===== src/rtl/osc_clkgen_pkg.sv =====
// osc_clkgen_pkg: control state encoding and default parameters for osc_clkgen
package osc_clkgen_pkg;
    typedef enum logic [1:0] {
        S_WAIT = 2'd0,
        S_SYNC = 2'd1,
        S_RUN  = 2'd2
    } state_t;
    localparam int NCH_DEF         = 4;
    localparam int DIVW_DEF        = 16;
    localparam int STARTUP_CYC_DEF = 1024;
endpackage


===== src/rtl/osc_clkgen_ch.sv =====
// osc_clkgen_ch: one divided-clock channel (shadow divide, counter, CE/CLKOUT, enable gating)
module osc_clkgen_ch
    import osc_clkgen_pkg::*;
#(
    parameter int DIVW = DIVW_DEF
) (
    input  logic            CLK,
    input  logic            RESETN,
    input  logic            i_sync,
    input  logic            i_run,
    input  logic            i_en,
    input  logic [DIVW-1:0] i_div,
    input  logic [DIVW-1:0] i_phase,
    output logic            o_ce,
    output logic            o_clk
);
    logic [DIVW-1:0] r_div, r_cnt, w_pre;
    logic [DIVW:0]   w_half;
    logic            r_act, r_ce, r_clk, w_wrap, w_idle;

    assign w_pre  = (i_phase > i_div) ? '0 : i_phase;
    assign w_wrap = r_cnt == r_div;
    assign w_idle = !r_act || w_wrap;
    assign w_half = ({1'b0, r_div} + (DIVW+1)'(1)) >> 1;
    assign o_ce   = r_ce;
    assign o_clk  = r_clk;

    // an inactive channel parks at 0; enable changes are only honoured there or at the wrap
    always_ff @(posedge CLK or negedge RESETN)
        if (!RESETN) begin
            r_div <= '0;
            r_cnt <= '0;
            r_act <= 1'b0;
            r_ce  <= 1'b0;
            r_clk <= 1'b0;
        end else if (i_sync) begin
            r_div <= i_div;
            r_cnt <= i_en ? w_pre : '0;
            r_act <= i_en;
            r_ce  <= 1'b0;
            r_clk <= 1'b0;
        end else if (i_run) begin
            r_ce  <= r_act && w_wrap;
            r_clk <= r_act && ({1'b0, r_cnt} < w_half);
            r_cnt <= w_idle ? '0 : r_cnt + DIVW'(1);
            r_act <= w_idle ? i_en : 1'b1;
        end
endmodule


===== src/rtl/osc_clkgen.sv =====
// osc_clkgen: startup-gated multi-channel clock divider for the fabric RC oscillator.
// Define OSC_CLKGEN_PHASE_EN to add the PHASE port presetting each channel counter at SYNC.
module osc_clkgen
    import osc_clkgen_pkg::*;
#(
    parameter int NCH         = NCH_DEF,
    parameter int DIVW        = DIVW_DEF,
    parameter int STARTUP_CYC = STARTUP_CYC_DEF
) (
    input  logic                CLK,
    input  logic                RESETN,
    input  logic [NCH*DIVW-1:0] DIV,
`ifdef OSC_CLKGEN_PHASE_EN
    input  logic [NCH*DIVW-1:0] PHASE,
`endif
    input  logic [NCH-1:0]      CH_EN,
    input  logic                LOAD,
    output logic [NCH-1:0]      CE,
    output logic [NCH-1:0]      CLKOUT,
    output logic                READY
);
    localparam int WCW = $clog2(STARTUP_CYC + 1);

    state_t         r_state;
    logic [WCW-1:0] r_wcnt;
    logic           r_ready, w_wdone, w_sync, w_run;

    assign w_wdone = r_wcnt == WCW'(STARTUP_CYC - 1);
    assign w_sync  = (r_state == S_WAIT && w_wdone) || (r_state == S_RUN && LOAD);
    assign w_run   = r_state != S_WAIT;
    assign READY   = r_ready;

    // w_sync marks the edge into SYNC, so outputs are already cleared during the SYNC cycle
    always_ff @(posedge CLK or negedge RESETN)
        if (!RESETN) begin
            r_state <= S_WAIT;
            r_wcnt  <= '0;
            r_ready <= 1'b0;
        end else begin
            r_state <= w_sync ? S_SYNC : (r_state == S_WAIT ? S_WAIT : S_RUN);
            r_wcnt  <= (r_state == S_WAIT && !w_wdone) ? r_wcnt + WCW'(1) : r_wcnt;
            if (r_state == S_SYNC)
                r_ready <= 1'b1;
        end

    for (genvar i = 0; i < NCH; i++) begin : g_ch
        logic [DIVW-1:0] w_phase;
`ifdef OSC_CLKGEN_PHASE_EN
        assign w_phase = PHASE[i*DIVW +: DIVW];
`else
        assign w_phase = '0;
`endif
        osc_clkgen_ch #(.DIVW(DIVW)) u_ch (
            .CLK     (CLK),
            .RESETN  (RESETN),
            .i_sync  (w_sync),
            .i_run   (w_run),
            .i_en    (CH_EN[i]),
            .i_div   (DIV[i*DIVW +: DIVW]),
            .i_phase (w_phase),
            .o_ce    (CE[i]),
            .o_clk   (CLKOUT[i])
        );
    end
endmodule


===== config.mk =====
export PLATFORM = sky130hd
export DESIGN_NAME = osc_clkgen
export DESIGN_NICKNAME = d
export VERILOG_FILES = /design/src/rtl/osc_clkgen_pkg.sv /design/src/rtl/osc_clkgen_ch.sv /design/src/rtl/osc_clkgen.sv
export SDC_FILE = /design/constraint.sdc
export NUM_CORES = 1
export LEC_CHECK = 0
export BUFFER_PORTS_ARGS = -buffer_cell sky130_fd_sc_hd__buf_4
export CORE_ASPECT_RATIO = 0.7
export CORE_MARGIN = 4
export CORE_UTILIZATION = 61
export CTS_CLUSTER_SIZE = 20
export DETAILED_ROUTE_END_ITERATION = 12
export PLACE_DENSITY = 0.81
export SLEW_MARGIN = 20
export SYNTH_ARGS = -nofsm -noshare
export SYNTH_HDL_FRONTEND = slang
export SYNTH_SLANG_ARGS = --single-unit

===== constraint.sdc =====
create_clock -name CLK -period 3.1 [get_ports CLK]
set_input_delay 0.155 -clock CLK [delete_from_list [all_inputs] [get_ports CLK]]
set_output_delay 0.155 -clock CLK [all_outputs]
set_load 0.02 [all_outputs]

* Yosys cells after proc, flatten, opt, wreduce, memory -nomap -nowiden
Index checks and enable logic that the tools add are counted.
** Cells by class
- Add/sub/neg operators :: 9
- Multipliers :: 0
- Divide/modulo/power cells :: 0
- Magnitude comparators :: 4
- Equal/unequal tests :: 7
- Shift operators :: 0
- Mux-type cells :: 42
- Bitwise gates (word level) :: 0
- Reduce and logical (&&, ||, !) cells :: 24
** Operator list (count)
- $mux W16 :: 12
- $add A16 B1 Y17 const B :: 4
- $add A16 B1 Y16 const B :: 4
- $eq A16 B16 Y1 :: 4
- $lt A16 B16 Y1 :: 4
- $mux W1 :: 28
- $add A11 B1 Y11 const B :: 1
- $eq A11 B10 Y1 const B :: 1
- $logic_and A1 B1 Y1 :: 11
- $logic_not A1 Y1 :: 5
- $logic_or A1 B1 Y1 :: 5
- $mux W2 :: 2
- $reduce_bool A2 Y1 :: 2
- $eq A2 B1 Y1 const B :: 1
- $eq A2 B2 Y1 const B :: 1
- $logic_not A2 Y1 :: 1
** Word-level totals
- Bits in registers :: 154
- Bits in latches :: 0
- Memory bits (writable) :: 0
- Memory bits (read-only) :: 0
- Input bits :: 71
- Output and inout port bits :: 9
- Logic and storage cells :: 109
- Memories :: 0

* Depth between registers and ports, before layout
Gate-level depths: netlist of run 1.
- Depth in word-level cells :: 5
- Depth in mapped cells :: 12
- Gate-level depth less buffers :: 11

* By module
Synthesis of run 1 repeated with hierarchy kept, for this count alone.
** Second synthesis, totals
- Cell total of the unflattened synthesis :: 1232
- Area total of the unflattened synthesis :: 12032.8 um2
** By module, submodules not included
- osc_clkgen_ch (g_ch[0].u_ch ...) :: times used 2, cells an instance 294, area an instance 2835.2 um2, sequential area each 875.8 um2
- osc_clkgen_ch (g_ch[2].u_ch) :: times used 1, cells an instance 292, area an instance 2871.5 um2, sequential area each 875.8 um2
- osc_clkgen_ch (g_ch[1].u_ch) :: times used 1, cells an instance 297, area an instance 2840.2 um2, sequential area each 875.8 um2
- osc_clkgen :: times used 1, cells an instance 55, area an instance 650.6 um2, sequential area each 350.3 um2

* Least setup slack after synthesis of run 1
No wires, ideal clock.
- Path type :: reg-to-reg
- Start point :: register g_ch[1].u_ch.r_div[2]
- End point :: register g_ch[1].u_ch.r_clk
- Data arrival time :: 2.394 ns
- Setup slack :: 0.619 ns
- Stages on the path, launching flop included :: 12
- Path buffers :: 1
- Clock period less this slack :: 2.481 ns
- Path through :: dfrtp_1 clkbuf_1 and4_1 and3_1 and3_1 nand3_1 xor2_1 ha_1 a21oi_1 nor2b_1 or4_1 o211ai_1
** Between the ends
- Word-level cells in the longest chain between the ends :: 5
** RTL lines
- from (decl) :: line osc_clkgen_ch.sv:17 : logic [DIVW-1:0] r_div, r_cnt, w_pre;
- from (signal assigned) :: line osc_clkgen_ch.sv:37 : r_div <= i_div;
- $add A16 B1 Y17 :: line osc_clkgen_ch.sv:24 : assign w_half = ({1'b0, r_div} + (DIVW+1)'(1)) >> 1;
- $lt A16 B16 Y1 :: line osc_clkgen_ch.sv:44 : r_clk <= r_act && ({1'b0, r_cnt} < w_half);
- $logic_and A1 B1 Y1 :: line osc_clkgen_ch.sv:44
- $mux W1 :: line osc_clkgen_ch.sv:42 : end else if (i_run) begin
- $mux W1 :: line osc_clkgen_ch.sv:36 : end else if (i_sync) begin
- to (signal assigned) :: line osc_clkgen_ch.sv:44
- to (decl) :: line osc_clkgen_ch.sv:19 : logic r_act, r_ce, r_clk, w_wrap, w_idle;
Every way passes these cells. The select of a mux whose other input is x is not followed.
A chain may end at the register's enable or synchronous reset.

* Worst setup path after layout of run 1
- Start point :: register g_ch[2].u_ch.r_div[4]
- End point :: register g_ch[2].u_ch.r_clk
** Between the ends
- Word-level cells in the longest chain between the ends :: 5
** RTL lines (line)
- from (decl) :: osc_clkgen_ch.sv:17
- from (signal assigned) :: osc_clkgen_ch.sv:37
- $add A16 B1 Y17 :: osc_clkgen_ch.sv:24
- $lt A16 B16 Y1 :: osc_clkgen_ch.sv:44
- $logic_and A1 B1 Y1 :: osc_clkgen_ch.sv:44
- $mux W1 :: osc_clkgen_ch.sv:42
- $mux W1 :: osc_clkgen_ch.sv:36
- to (signal assigned) :: osc_clkgen_ch.sv:44
- to (decl) :: osc_clkgen_ch.sv:19
Every way passes these cells. The select of a mux whose other input is x is not followed.

==> qor.yml, run 1 <==
status: "finished, final reports clean"
antenna_found_initial: 0
worstHoldPathCells: 3
die_w_um: 160
seqCellArea_sq_mm: 0.00385
synthArstFlopShare_pct: 100
drtIter0Drc: 838
power_density_mw_per_mm2: 741
routed-via-count: 8036
tightest_slew_ns: 0.754
hold_class: "primary input to flop"
drc_errors: 0
min_to: "g_ch[1].u_ch.r_act"
root_buffer: "clkbuf_16"
postCtsSetupRepairBufs: 0
cts.clk_slew.worst_paths_ns: 0.07
clock_latency_ns: 0.44
cp-end-kind: "flop"
cts_tree: "done"
timing.rr.start: "g_ch[2].u_ch.r_div[4]"
path_delay_family: "simple AND/OR/NAND/NOR gates"
layout_min_cycle_time_ns: 2.74
synth_edf_count: 0
yosysSeqAreaShare_pct: 39.2
drtAntennaViolNets: 0
diodes: 0
reg2reg_to: "g_ch[2].u_ch.o_clk"
setup_tns_ns: 0
area.growth.synth_to_final_pct: 20.6
cts_max_path_buffers: 2
ys_warn_count: 0
grt_pass1_vias: 7768
critPathRequiredTime_ns: 3.41
viasPerCell: 6.01
n_fill_cell: 1079
synthesis.area_sq_mm: 0.00983
nNetsFinal: 1265
startpoint_type: "flop"
portBuffers: 79
cpPeakStageDelay_ns: 0.45
globalplace.congestion: 0.969
drive_above_1_share_pct: 17.5
syn_inst: 986
wl_per_cell_um: 17.3
initial_core_util_pct: 62.9
final_cells: 1338
setup_viol: 0
wirelength_um: 23200
dieArea_sq_mm: 0.0183
grt_start_max_net_pins: 81
synthesis.nets: 1126
r2r_setup_slack_ns: 0.36
htreeDepth: 4
die_h_um: 114
synth_cell_types: 50
drt_pass1_iterations: 5
ioPinCount: 80
ir_drop_mv: 0.403
cts_buffers: 17
timing.hold.ws_ns: 0.0111
hold_viol_final: 0
syn_avg_cell_area_sq_um: 9.97
total_leakage_power_nw: 5.26
fin_skew_ns: 0.0207
critPathArrivalTime_ns: 3.05
grt_setup_unrepaired: "no"
dp_slack_ns: 0.401
period_share_pct: 88.3
min_from: "CH_EN[1]"
dp_cells: 1239
cp_slowest_cell: "dfrtp_1"
dpl.hpwl_um: 15900
ys.flop_type: "dfrtp_1"
core.rowCount: 38
startpoint: "g_ch[2].u_ch.r_div[4]"
clkSinkCount: 154
core_sq_mm: 0.0156
synth-seq-cells: 154
path_depth: 9
path_buf_inv: 0
fmax_ghz: 0.365
grt_pass1_wl_um: 39000
grt.overflow.total: 0
timing.final.ws_setup_ns: 0.363
critical_path.cell_chain: "and4_1, nand4_1, nor3_1, xnor2_1, ha_1, nand3_1, nor4_1, a21oi_1, a221o_1"
worstPathMaxFanout: 5
critical_path_class: "flop to flop"
cap_viol_max_count: 0
r2r_cells: 9
grt_use_total_pct: 26.0
multi_input_area_sq_mm: 0.00568
slew_viol_final: 0
max_slew_margin_pct: 49.7
## sequential cells by signal (all words and copies together) (netlist names)
name / cells
g_ch.u_ch.r_div: 64
g_ch.u_ch.o_clk: 4
g_ch.u_ch.o_ce: 4
r_wcnt: 11
g_ch.u_ch.r_act: 4
READY: 1
r_state: 2
g_ch.u_ch.r_cnt: 64
## tightest hold or removal path, cell delays in order
cell       delay (ns)
buf_4            0.07
inv_1            0.05
a2bb2oi_1        0.12
## cell usage after synthesis (2+ instances only)
library cell	number	area share, %
a211oi_1	2	0.15
a21o_1	4	0.31
a21oi_1	39	2.0
a22o_1	3	0.27
a2bb2oi_1	4	0.36
a31oi_1	6	0.38
a41oi_1	4	0.36
and2_1	6	0.38
and3_1	20	1.3
and4_1	10	0.89
buf_2	7	0.36
buf_4	13	0.99
clkbuf_1	20	0.76
dfrtp_1	154	39
ha_1	69	8.8
inv_1	26	0.99
mux2_2	63	7.2
nand2_1	73	2.8
nand2b_1	2	0.13
nand3_1	37	1.9
nand3b_1	2	0.15
nand4_1	29	1.8
nor2_1	61	2.3
nor2b_1	5	0.32
nor3_1	19	0.97
nor3b_1	4	0.31
nor4_1	22	1.4
o2111ai_1	23	2.0
o211ai_1	9	0.69
o21a_1	6	0.46
o21ai_0	37	1.9
o21ba_2	4	0.41
o22ai_1	2	0.13
o31a_1	3	0.27
o31ai_1	8	0.61
or2_2	2	0.13
or3_1	9	0.57
or4_1	5	0.38
xnor2_1	32	2.8
xor2_1	132	12
## how the worst max path moves through the flow
| stage | endpoint | slack, ns |
|---|---|---|
| final | g_ch[2].u_ch.o_clk | 0.36 |
| after global routing | g_ch[0].u_ch.o_clk | 0.13 |
| after CTS | g_ch[3].u_ch.r_cnt[7] | 0.38 |
| after detailed placement | g_ch[3].u_ch.r_cnt[7] | 0.40 |
| after global placement | g_ch[3].u_ch.r_cnt[13] | 0.49 |
| after floorplan | g_ch[1].u_ch.o_clk | 0.62 |
## power breakdown
| part | internal [mW] | switching (mW) | total, mW |
|---|---|---|---|
| sequential | 2.61 | 1.02 | 3.63 |
| combinational | 1.54 | 1.45 | 2.98 |
| clock | 1.22 | 0.957 | 2.18 |
## stage by stage
step | instance area, sq um | power, mW | util [%]
after floorplan | 9830 | 5.64 | -
after global placement | 10600 | 6.33 | 67.6
after detailed placement | 10600 | 6.49 | 67.6
after CTS | 11900 | 8.77 | 75.8
after global routing | 11900 | 9.39 | 75.8
final | 11900 | 8.79 | 75.8
## routing by layer
metal / routed length [um] / part of all wire [%] / GRT usage, %
met5: 0 / 0 / 0
met4: 225 / 0.97 / 6.24
met3: 1530 / 6.6 / 4.21
met2: 10400 / 45 / 40.4
met1: 11000 / 48 / 38.5
## layout make-up
cell class	count	area share, %
Tap cell	200	2.11
Clock buffer	17	3.59
Multi-Input combinational cell	765	47.9
Inverter	27	0.854
Sequential cell	154	32.5
Clock inverter	15	1.50
Timing Repair Buffer	160	11.6
## what timing repair did
item	4_1_cts	5_1_grt
hold endpoints to repair	143	0
hold buffers	67	0
gates resized for setup	0	0
setup endpoints to repair	0	0
## kinds of logic (layout without fill, tap and decap cells)
| kind of cell | after synthesis | after routing | share of synthesized area (%) |
|---|---|---|---|
| mux | 63 | 63 | 7.21 |
| compound gates | 161 | 161 | 11.0 |
| simple gates | 308 | 308 | 16.1 |
| buf+inv | 67 | 219 | 3.14 |
| xor+xnor | 164 | 164 | 14.6 |
| flops | 154 | 154 | 39.2 |
| fa+ha+maj | 69 | 69 | 8.78 |
## cell usage in the layout, fill, tap and decap left out, types with 22 or more instances in the layout
master / n
o21ai_0: 37
xnor2_1: 32
nand4_1: 29
nor2_1: 60
buf_4: 92
nor4_1: 22
inv_1: 26
dlygate4sd3_1: 67
mux2_2: 63
a21oi_1: 39
xor2_1: 132
dfrtp_1: 154
o2111ai_1: 23
ha_1: 69
nand2_1: 73
nand3_1: 37
(Power assumes the default switching activity.)
==> run 2: changes to the inputs <==
--- a/config.mk
+++ b/config.mk
@@ -11,6 +11,7 @@
 export CORE_UTILIZATION = 61
 export CTS_CLUSTER_SIZE = 20
 export DETAILED_ROUTE_END_ITERATION = 12
+export MAX_ROUTING_LAYER = met4
 export PLACE_DENSITY = 0.81
 export SLEW_MARGIN = 20
 export SYNTH_ARGS = -nofsm -noshare
==> run 2 against run 1 <==
Net effect: cell count down 0.15%; critical endpoint unchanged; critical path type unchanged; sequential power is essentially flat; via count decreased by 1.0%; fmax is 1.3% higher; clock skew shrank 0.0057 ns; non-clock buffer count is 2 lower.
==> qor.yml, run 2 (synthesis results as in run 1) <==
status: "finished, final reports clean"
placed_cell_area_sq_mm: 0.0106
cts_max_path_buffers: 2
cpPeakStageDelay_ns: 0.45
pwr-share-comb_pct: 33.7
critical_path.cell_chain: "and4_1, nand4_1, nor3_1, xnor2_1, ha_1, nand3_1, nor4_1, a21oi_1, a221o_1"
p_sw_mw: 3.29
tightest_slew_ns: 0.837
pwr-share-seq_pct: 41.6
nNetsFinal: 1263
worstPathMaxFanout: 6
setup_viol: 0
core_sq_mm: 0.0156
dieArea_sq_mm: 0.0183
final_cell_mix: "dfrtp_1, xor2_1, buf_4"
die_h_um: 114
busiest_layer: "met2"
grt_use_total_pct: 27.1
fmax_ghz: 0.370
largestRegisters: "g_ch.u_ch.r_cnt (64), g_ch.u_ch.r_div (64), r_wcnt (11)"
final_area_sq_mm: 0.0119
globalplace.congestion: 0.945
grt_setup_unrepaired: "no"
grtUsageMet3_pct: 4.75
clkSinkCount: 154
use_met2_pct: 40.4
fin_skew_ns: 0.0151
portBuffers: 79
timing.hold.ws_ns: 0.00952
cts_buffers: 17
cts_resized: 0
total_leakage_power_nw: 5.27
viasPerCell: 5.95
grt_start_max_net_pins: 93
wirelength_um: 22900
routed-via-count: 7955
antenna_found_initial: 0
critPathRequiredTime_ns: 3.41
grt_pass1_vias: 7871
drc_errors: 0
core.rowCount: 38
power.internal_mw: 5.42
htreeDepth: 4
postCtsSetupRepairBufs: 0
drt_pass1_iterations: 5
critPathArrivalTime_ns: 3.02
drtIter0Drc: 860
area.growth.synth_to_final_pct: 20.6
die_w_um: 160
cp-end-kind: "flop"
ioPinCount: 80
startpoint_type: "flop"
period_share_pct: 87.2
dpl.hpwl_um: 15400
cts.clk_slew.worst_paths_ns: 0.06
grt.overflow.total: 0
drtAntennaViolNets: 0
critical_path_class: "flop to flop"
hold_class: "primary input to flop"
dp_cells: 1237
diodes: 0
max_slew_margin_pct: 44.2
cp_slowest_cell: "dfrtp_1"
clock_latency_ns: 0.43
layout_commonest_cell: "dfrtp_1"
wl_per_cell_um: 17.1
root_buffer: "clkbuf_16"
initial_core_util_pct: 62.9
slew_viol_final: 0
clkPwrFrac_pct: 24.6
cap_viol_max_count: 0
setup_tns_ns: 0
layout_min_cycle_time_ns: 2.70
cts_tree: "done"
power_density_mw_per_mm2: 735
ir_drop_mv: 0.441
switching_share_pct: 37.8
drive_above_1_share_pct: 17.3
met1_usage_pct: 39.2
hold_viol_final: 0
grt_pass1_wl_um: 39600
final_cells: 1336
==> run 2: cell count changes in the layout (fill, tap and decap cells not counted), moves of 3 or more <==
cell / before / now
clkinv_2: 0 / 4
inv_8: 3 / 0
inv_6: 6 / 3
buf_4: 92 / 89
==> run 2: metal layers <==
metal  routed length, um  up-vias
met3                1430       22
met2               10200      264
met5                   0        -
met4                 235        0
li1                    -     3866
met1               11000     3803
==> run 2: final timing paths <==
kind / start / endpoint / slack [ns] / cells after the start
setup / recovery: g_ch[2].u_ch.r_div[3] / g_ch[2].u_ch.o_clk / 0.40 / 9
hold / removal: CH_EN[2] / g_ch[2].u_ch.r_act / 0.01 / 3
setup reg to reg: g_ch[2].u_ch.r_div[3] / g_ch[2].u_ch.o_clk / 0.40 / 9
hold reg to reg: g_ch[0].u_ch.o_ce / g_ch[0].u_ch.o_ce / 0.50 / 2
max in group asynchronous: RESETN / g_ch[2].u_ch.r_cnt[7] / 1.94 / 3
min in group asynchronous: RESETN / g_ch[3].u_ch.r_div[5] / 0.37 / 2
==> run 2: what timing repair did <==
item,4_1_cts,5_1_grt
endpoints found under the hold margin,156,0
hold buffers,67,0
endpoints found under the setup margin,0,0
==> run 2: power groups by stage <==
stage | Clock, mW | Combinational (mW) | Sequential, mW
final | 2.15 | 2.94 | 3.63
after global routing | 2.28 | 3.34 | 3.75
after CTS | 2.18 | 2.94 | 3.61
after detailed placement | 0 | 2.84 | 3.63
after global placement | 0 | 2.72 | 3.60
after floorplan | 0 | 2.38 | 3.26
==> run 2: per-stage QoR <==
| stage | utilization [%] | total power [mW] | setup slack [ns] |
|---|---|---|---|
| finish | 75.8 | 8.72 | 0.397 |
| global route | 75.8 | 9.37 | 0.118 |
| CTS | 75.8 | 8.73 | 0.381 |
| detailed placement | 67.6 | 6.46 | 0.408 |
| global placement | 67.6 | 6.33 | 0.482 |
| floorplan | - | 5.64 | 0.619 |
==> run 2: critical path: cells and delay by family (launching register included) <==
family | cells | cell delay [ns]
AND/OR/NAND/NOR | 5 | 1.25
adder cells (fa/ha/maj) | 1 | 0.31
XOR/XNOR | 1 | 0.11
AO/OA/AOI/OAI | 2 | 0.46
flip-flops | 1 | 0.45
==> run 2: area by class of cell <==
cell class | instances | area [sq um]
inverter | 27 | 101
tap | 200 | 250
timing repair buffer | 158 | 1370
clock buffer | 18 | 439
multi-input combinational | 765 | 5680
fill | 1100 | 3780
clock inverter | 14 | 169
sequential | 154 | 3850
==> run 3: changes to the inputs <==
--- a/config.mk
+++ b/config.mk
@@ -7,7 +7,7 @@
 export LEC_CHECK = 0
 export BUFFER_PORTS_ARGS = -buffer_cell sky130_fd_sc_hd__buf_4
 export CORE_ASPECT_RATIO = 0.7
-export CORE_MARGIN = 4
+export CORE_MARGIN = 1
 export CORE_UTILIZATION = 61
 export CTS_CLUSTER_SIZE = 20
 export DETAILED_ROUTE_END_ITERATION = 12
==> constraint.sdc (replaced) <==
create_clock -name CLK -period 3.1 [get_ports CLK]
set_input_delay 0.31 -clock CLK [delete_from_list [all_inputs] [get_ports CLK]]
set_output_delay 0.31 -clock CLK [all_outputs]
set_load 0.02 [all_outputs]
==> run 3 against run 2 <==
Net effect: register-to-register slack lost 0.08 ns; clock-buffer cell count grew 3; sequential power is essentially flat; critical path depth shrank 1; die area shrank 8.8%; non-clock buffer count shrank 61; sequential share of layout area grew 2.0 points; fmax shrank 2.9%; cell count shrank 4.7%; first-iteration DRC count shrank 17%; via count shrank 2.1%; final area shrank 5.7%; critical path type unchanged; largest cell class unchanged.
==> qor.yml, run 3 (synthesis results as in run 1) <==
setup_tns_ns: 0
largestRegisters: "g_ch.u_ch.r_cnt (64), g_ch.u_ch.r_div (64), r_wcnt (11)"
clock_latency_ns: 0.43
worstPathMaxFanout: 8
grt_use_total_pct: 30.2
fin_skew_ns: 0.00689
setup_viol: 0
drc_errors: 0
area.growth.synth_to_final_pct: 13.8
layout_min_cycle_time_ns: 2.78
tightest_slew_ns: 0.714
initial_core_util_pct: 62.9
drt_pass1_iterations: 5
cts.clk_slew.worst_paths_ns: 0.06
antenna_found_initial: 0
core_sq_mm: 0.0156
hold_viol_final: 0
dpl.hpwl_um: 15900
die_w_um: 154
root_buffer: "clkbuf_16"
grt_start_max_net_pins: 75
min_from: "DIV[62]"
critPathArrivalTime_ns: 3.10
final_cell_mix: "dfrtp_1, xor2_1, buf_4"
cpPeakStageDelay_ns: 0.53
portBuffers: 79
wirelength_um: 22500
dieArea_sq_mm: 0.0166
ir_drop_mv: 0.549
path_buf_inv: 1
final_cells: 1273
clkSinkCount: 154
r2r_setup_slack_ns: 0.32
grt_pass1_vias: 7678
power_density_mw_per_mm2: 768
grt_setup_unrepaired: "no"
timing.rr.start: "r_wcnt[0]"
max_slew_margin_pct: 52.4
routed-via-count: 7785
core.rowCount: 38
worstHoldPathCells: 3
n_fill_cell: 1199
cts_tree: "done"
viasPerCell: 6.12
dp_cells: 1242
min_to: "g_ch[3].u_ch.r_div[14]"
r2r_cells: 8
startpoint_type: "flop"
total_leakage_power_nw: 4.99
status: "finished, final reports clean"
hold_class: "primary input to flop"
critPathRequiredTime_ns: 3.42
drtIter0Drc: 714
drive_above_1_share_pct: 18.3
cp-end-kind: "flop"
cts_resized: 0
cts_max_path_buffers: 2
drtAntennaViolNets: 0
die_h_um: 108
path_delay_family: "simple AND/OR/NAND/NOR gates"
diodes: 0
cts_buffers: 17
htreeDepth: 4
cpMostUsedCell: "nand3_1"
reg2reg_to: "g_ch[0].u_ch.r_cnt[5]"
nNetsFinal: 1202
grt.overflow.total: 0
postCtsSetupRepairBufs: 0
layout_commonest_cell: "dfrtp_1"
critical_path_class: "flop to flop"
globalplace.congestion: 0.905
cp_slowest_cell: "nor2b_1"
wl_per_cell_um: 17.7
critical_path.cell_chain: "ha_1, nand3_1, or2_2, o31a_1, inv_2, nor2b_1, nand3_1, o31ai_1"
period_share_pct: 89.8
cap_viol_max_count: 0
ioPinCount: 80
power_mw: 8.60
grt_pass1_wl_um: 38400
fmax_ghz: 0.359
slew_viol_final: 0
## run 3: cell count changes in the layout (fill, tap and decap cells not counted), sizes merged
cell and delta:
clkbuf +3, buf +5, inv -3, bufinv -1
clkinv -1, dlygate4sd3 -66
## run 3: final cells by class
type                       count  area (sq um)  area share (%)
clock buffer                  21           450            4.03
clock inverter                 9           100           0.895
inverter                      27           101           0.906
multi-input combinational    765          5670            50.7
sequential                   154          3850            34.4
tap                          200           250            2.24
timing repair buffer          97           759            6.79
## run 3: layer usage
| layer | GRT usage, % | vias up | wire length (um) |
|---|---|---|---|
| li1 | - | 3734 | - |
| met1 | 42.6 | 3752 | 10900 |
| met2 | 44.9 | 268 | 10000 |
| met3 | 4.81 | 31 | 1280 |
| met4 | 9.29 | 0 | 276 |
| met5 | - | - | 0 |
## run 3: worst max-delay path by stage
stage,start,to,slack (ns),cells past startpoint
after floorplan,g_ch[1].u_ch.r_div[2],g_ch[1].u_ch.o_clk,0.62,11
after global placement,g_ch[0].u_ch.r_div[1],g_ch[0].u_ch.o_clk,0.50,11
after detailed placement,g_ch[0].u_ch.r_div[1],g_ch[0].u_ch.o_clk,0.40,11
after CTS,g_ch[0].u_ch.r_div[1],g_ch[0].u_ch.o_clk,0.38,11
after global routing,r_wcnt[0],g_ch[0].u_ch.r_cnt[5],0.10,8
final,r_wcnt[0],g_ch[0].u_ch.r_cnt[5],0.32,8
## run 3: stage by stage
step / utilization [%] / hold WS (ns) / cell area (sq um) / setup WS [ns]
finish: 71.5 / 0.104 / 11200 / 0.315
global route: 71.5 / 0.110 / 11200 / 0.104
CTS: 71.5 / 0.103 / 11200 / 0.377
detailed placement: 67.9 / 0.386 / 10600 / 0.403
global placement: 67.9 / 0.381 / 10600 / 0.498
floorplan: - / 0.0144 / 9830 / 0.619
## run 3: worst min-delay path, stage by stage
cell and delay (ns):
buf_4 0.08, nand2_1 0.03, o21ai_0 0.06
## run 3: report_power, final
| group | leakage, nW | internal (mW) | switching, mW |
|---|---|---|---|
| clock network | 0.268 | 1.19 | 0.822 |
| registers | 1.94 | 2.61 | 1.03 |
| logic | 2.78 | 1.49 | 1.45 |
| total | 4.99 | 5.29 | 3.30 |
## run 3: timing repair
action / 4_1_cts / 5_1_grt
endpoints found under the setup margin: 0 / 0
hold buffers: 1 / 0
hold endpoints to repair: 71 / 0
